--- src/rtl/mem_access_unit.sv ---
// mem_access_unit: sequenced memory-bus master serialising fetch, read and write requests
// with hit/timeout completion, IR/MDR capture and a sticky timeout error flag.
module mem_access_unit #(
    parameter int DATA_W  = 16,
    parameter int ADDR_W  = 16,
    parameter int TIMEOUT = 15,
    parameter int CNT_W   = 8
) (
    input  logic              clk_100,
    input  logic              rst,
    input  logic              req_fetch,
    input  logic              req_read,
    input  logic              req_write,
    input  logic [ADDR_W-1:0] pc_addr,
    input  logic [ADDR_W-1:0] mar_addr,
    input  logic [DATA_W-1:0] mdr_wdata,
    input  logic              err_clr,
    output logic [ADDR_W-1:0] address_out,
    output logic [DATA_W-1:0] memory_out,
    output logic              memory_write_en,
    input  logic [DATA_W-1:0] memory_in,
    input  logic              hit,
    output logic [DATA_W-1:0] ir_out,
    output logic [DATA_W-1:0] mdr_rdata,
    output logic              busy,
    output logic              done,
    output logic              err
);
    typedef enum logic [1:0] {IDLE, FETCH, READ, WRITE} state_t;
    state_t            state, state_nx;
    logic [CNT_W-1:0]  cnt, cnt_nx;
    logic [ADDR_W-1:0] addr_nx;
    logic [DATA_W-1:0] mem_nx, ir_nx, mdr_nx;
    logic              we_nx, busy_nx, done_nx, err_nx, last;
    // address_out/memory_out double as the latched address and write data while busy
    always_comb begin
        state_nx = state;
        cnt_nx   = cnt;
        addr_nx  = address_out;
        mem_nx   = memory_out;
        we_nx    = memory_write_en;
        busy_nx  = busy;
        done_nx  = 1'b0;
        err_nx   = err & ~err_clr;
        ir_nx    = ir_out;
        mdr_nx   = mdr_rdata;
        last     = cnt == CNT_W'(TIMEOUT - 1);
        if (state == IDLE) begin
            if (req_write || req_read || req_fetch) begin
                state_nx = req_write ? WRITE : req_read ? READ : FETCH;
                addr_nx  = req_fetch && !req_write && !req_read ? pc_addr : mar_addr;
                mem_nx   = req_write ? mdr_wdata : '0;
                we_nx    = req_write;
                busy_nx  = 1'b1;
                cnt_nx   = '0;
            end
        end else if (hit || last) begin
            state_nx = IDLE;
            addr_nx  = '0;
            mem_nx   = '0;
            we_nx    = 1'b0;
            busy_nx  = 1'b0;
            done_nx  = 1'b1;
            ir_nx    = hit && state == FETCH ? memory_in : ir_out;
            mdr_nx   = hit && state == READ ? memory_in : mdr_rdata;
            err_nx   = hit ? err_nx : 1'b1;
        end else begin
            cnt_nx = &cnt ? cnt : cnt + 1'b1;
        end
    end
    always_ff @(posedge clk_100) begin
        if (rst) begin
            state           <= IDLE;
            cnt             <= '0;
            address_out     <= '0;
            memory_out      <= '0;
            memory_write_en <= 1'b0;
            busy            <= 1'b0;
            done            <= 1'b0;
            err             <= 1'b0;
            ir_out          <= '0;
            mdr_rdata       <= '0;
        end else begin
            state           <= state_nx;
            cnt             <= cnt_nx;
            address_out     <= addr_nx;
            memory_out      <= mem_nx;
            memory_write_en <= we_nx;
            busy            <= busy_nx;
            done            <= done_nx;
            err             <= err_nx;
            ir_out          <= ir_nx;
            mdr_rdata       <= mdr_nx;
        end
    end
endmodule

--- config.mk ---
export PLATFORM = sky130hd
export DESIGN_NAME = mem_access_unit
export DESIGN_NICKNAME = d
export VERILOG_FILES = /design/src/rtl/mem_access_unit.sv
export SDC_FILE = /design/constraint.sdc
export NUM_CORES = 1
export LEC_CHECK = 0
export ABC_AREA = 1
export CAP_MARGIN = 5
export CORE_MARGIN = 10
export CORE_UTILIZATION = 40
export CTS_BUF_LIST = sky130_fd_sc_hd__clkbuf_8
export DETAILED_ROUTE_END_ITERATION = 12
export PLACE_DENSITY = 0.82
export SYNTH_ARGS = -nofsm -noshare
export SYNTH_HDL_FRONTEND = slang
export SYNTH_SLANG_ARGS = --single-unit
--- constraint.sdc ---
create_clock -name clk_100 -period 1.9 [get_ports clk_100]
set_clock_uncertainty 0.15 [all_clocks]
set_input_delay 0.38 -clock clk_100 [delete_from_list [all_inputs] [get_ports clk_100]]
set_output_delay 0.38 -clock clk_100 [all_outputs]
set_load 0.005 [all_outputs]
==> run_results.csv <==
group,metric,value,unit
synthesis,syn-cell-area,3260,um2
critical_path,critical-path-top-delay-family,"buffers and inverters",
sta,relSlewSlack,0.670,
placed_design,hpwl,8050,um
detailed_routing,first_iter_violations,176,
clock_tree,h-tree-depth,3,
global_routing,grt_pass1_vias,3279,
sta,finalHoldViolations,0,
clock_tree,tritoncts,"built",
power,leakage,1.92,nW
final_layout,nets,655,
global_routing,grt_usage,0.169,
synthesis,synth_area_leaders,"dfxtp_1 48%, nor2_1 13%, nand3_1 7.4%",
global_routing,grt_remaining_overflow,0,
critical_path,cpPeakStageDelay,0.56,ns
placed_design,gp_congestion,0.888,
synthesis,synthArstFlopShare,0,
global_routing,antenna_found_initial,0,
final_layout,multi_input_area,1480,um2
sta,timing.final.crit_share,0.939,
clock_tree,clkLatencyLatePin,0.35,ns
synthesis,yosys-top-cells-count,"111 x nor2_1, 78 x dfxtp_1, 48 x nand2_1, 48 x nand3_1, 47 x o21ai_0",
floorplan,die_h,110,um
synthesis,synth_top_area_frac,0.480,
sta,final-setup-viol-count,0,
power,powerDensity,814,nW/um2
final_layout,postLayoutCellArea,4970,um2
floorplan,die_w,110,um
floorplan,die_area,12100,um2
critical_path,end_kind,"primary output",
critical_path,worst_path_max_delay_cell,"clkdlybuf4s50_1",
clock_tree,postCtsSetupBuffers,0,
synthesis,yosysWarnings,0,
power,combPwrFrac,0.264,
clock_tree,clkSlewWorstSetupHoldPaths,0.08,ns
global_routing,grt_max_degree,38,
global_routing,grt_pass1_wl,16400,um
sta,holdWs,0.322,ns
synthesis,synth_edf_count,0,
placed_design,place_inst,673,
final_layout,layout-drive-gt1-share,0.0835,
detailed_routing,finalWirelength,10700,um
synthesis,synth.avg_cell_area,7.43,um2
detailed_routing,vias,3435,
synthesis,syn_inst,438,
job,drv_cap,0,
sta,rsz0062_at_grt,"false",
critical_path,cp_max_fo,2,
power,p_seq_frac,0.461,
sta,period_minus_slack,1.78,ns
synthesis,synth_seq_area_share,0.480,
clock_tree,clock-sinks,78,
detailed_routing,wl_per_cell,15.5,um
critical_path,rrSetupSlack,0.16,ns
synthesis,synth_area_leader_cell,"dfxtp_1",
sta,clock.fmax,0.560,GHz
synthesis,synth_cell_types,25,
power,clkPwrFrac,0.275,
sta,drv_slew,0,
clock_tree,root_buffer,"clkbuf_8",
floorplan,num_rows,32,
outcome,run_status,"completed",
floorplan,core,7810,um2
final_layout,seq_area,1560,um2
power,internal-power,2.81,mW
critical_path,path_class,"flip-flop to primary output",
placed_design,io_buffers,138,
synthesis,synth.net_count,511,
floorplan,io-pin-count,139,
sta,tightestPinTransition,0.494,ns
power,ir_worst_vdd,536,uV
final_layout,diodes,0,
detailed_routing,ant_nets,0,
placed_design,dpl_cell_area,4790,um2
detailed_routing,dr.pass1.iters,5,
power,p_sw_frac,0.305,
worst_hold_path,min-delay-path-class,"flip-flop to flip-flop",
synthesis,ys_seq_elements,78,
final_layout,layoutNonFillerInstCount,689,
power,switchingPower,1.23,mW
critical_path,start_kind,"flip-flop",
floorplan,start_util,0.417,
detailed_routing,avgViaCountPerCell,4.99,
synthesis,synth_ff_type,"dfxtp_1",
clock_tree,numCtsBuffers,9,
critical_path,arrival,1.25,ns
final_layout,synthToLayoutAreaGrowth,52.5,%
critical_path,crit_required,1.37,ns
final_layout,fillers,681,
critical_path,cp.buffers_inverters,1,
detailed_routing,drc,0,
clock_tree,cts.path.max_buffers,2,
critical_path,crit_chain,"clkdlybuf4s50_1",
synthesis,synth.most_common_cell,"nor2_1",
cell usage in the layout, fill, tap and decap left out:
cell type	synthesis	layout
clkinvlp_4	0	2
nand2_4	1	1
inv_2	5	5
nor2_4	2	2
nand2_1	48	48
buf_12	0	2
dfxtp_1	78	78
nand3_1	48	48
nor3_4	1	1
nor2_1	111	110
o21ai_0	47	47
nand4_1	3	3
clkbuf_8	0	9
inv_1	16	17
ha_1	2	2
nand3_4	1	1
nor3b_1	1	1
buf_4	4	17
o21ai_1	3	3
inv_6	0	1
clkinv_2	0	1
a21oi_1	42	42
nor2_2	0	1
o21ai_4	1	1
nor2_8	1	1
o21ai_2	1	1
clkdlybuf4s50_1	0	138
or2_2	1	1
nor3_1	1	1
clkinv_4	0	2
worst paths after layout:
kind         depth (start not counted)               endpoint                       from
max                                  1           mdr_rdata[0]  mdr_rdata[0]$_SDFFE_PP0P_
min                                  2         err$_SDFF_PP0_             err$_SDFF_PP0_
max reg2reg                          8  state[1]$_SDFFE_PP0P_        cnt[0]$_SDFFE_PP0P_
min reg2reg                          2         err$_SDFF_PP0_             err$_SDFF_PP0_
power by group through the flow:
stage	logic [mW]	clock network (mW)	registers, mW
2_1_floorplan	0.493	0	1.91
3_3_place_gp	1.04	0	1.89
3_5_place_dp	1.07	0	1.90
4_1_cts	1.07	1.13	1.86
5_1_grt	1.17	1.20	1.88
6_report	1.07	1.11	1.86
stage by stage:
| stage | setup WS, ns | setup TNS, ns | utilization | power [mW] |
|---|---|---|---|---|
| final | 0.116 | 0 | 0.636 | 4.04 |
| after global routing | 0.0398 | 0 | 0.636 | 4.25 |
| after CTS | 0.112 | 0 | 0.636 | 4.06 |
| after detailed placement | -0.0860 | -2.00 | 0.613 | 2.97 |
| after global placement | -0.0290 | -0.0787 | 0.613 | 2.94 |
| after floorplan | 0.315 | 0 | - | 2.40 |
routing by layer:
metal / routed length [um] / vias up / track usage
li1: - / 1732 / -
met1: 4190 / 1567 / 0.192
met2: 5210 / 119 / 0.277
met5: 0 / - / 0
met3: 1010 / 17 / 0.0685
met4: 251 / 0 / 0.0670
area by class of cell:
class / instances / share of cell area
Sequential cell: 78 / 0.314
Timing Repair Buffer: 157 / 0.312
Multi-Input combinational cell: 315 / 0.297
Tap cell: 102 / 0.0257
Clock buffer: 9 / 0.0249
Inverter: 21 / 0.0159
Clock inverter: 7 / 0.0101
flip-flops by register name (all words and copies together), names as in the netlist:
| signal | count |
|---|---|
| address_out | 16 |
| ir_out | 16 |
| mdr_rdata | 16 |
| memory_out | 16 |
| cnt | 8 |
| state | 2 |
| busy | 1 |
| done | 1 |
| err | 1 |
| memory_write_en | 1 |
cell families (layout without fill, tap and decap cells):
logic type,Yosys count,after routing,share of synthesized area
adders and majority gates,2,2,0.00769
buffers and inverters,45,194,0.0680
AOI/OAI and AO/OA,94,94,0.149
DFF,78,78,0.480
and+or+nand+nor,219,219,0.296
repair_timing:
item,CTS,global route
hold buffers,0,0
endpoints found under the setup margin,0,2
gates resized for setup,0,1
Note: power is estimated with default switching activity, not from simulation.
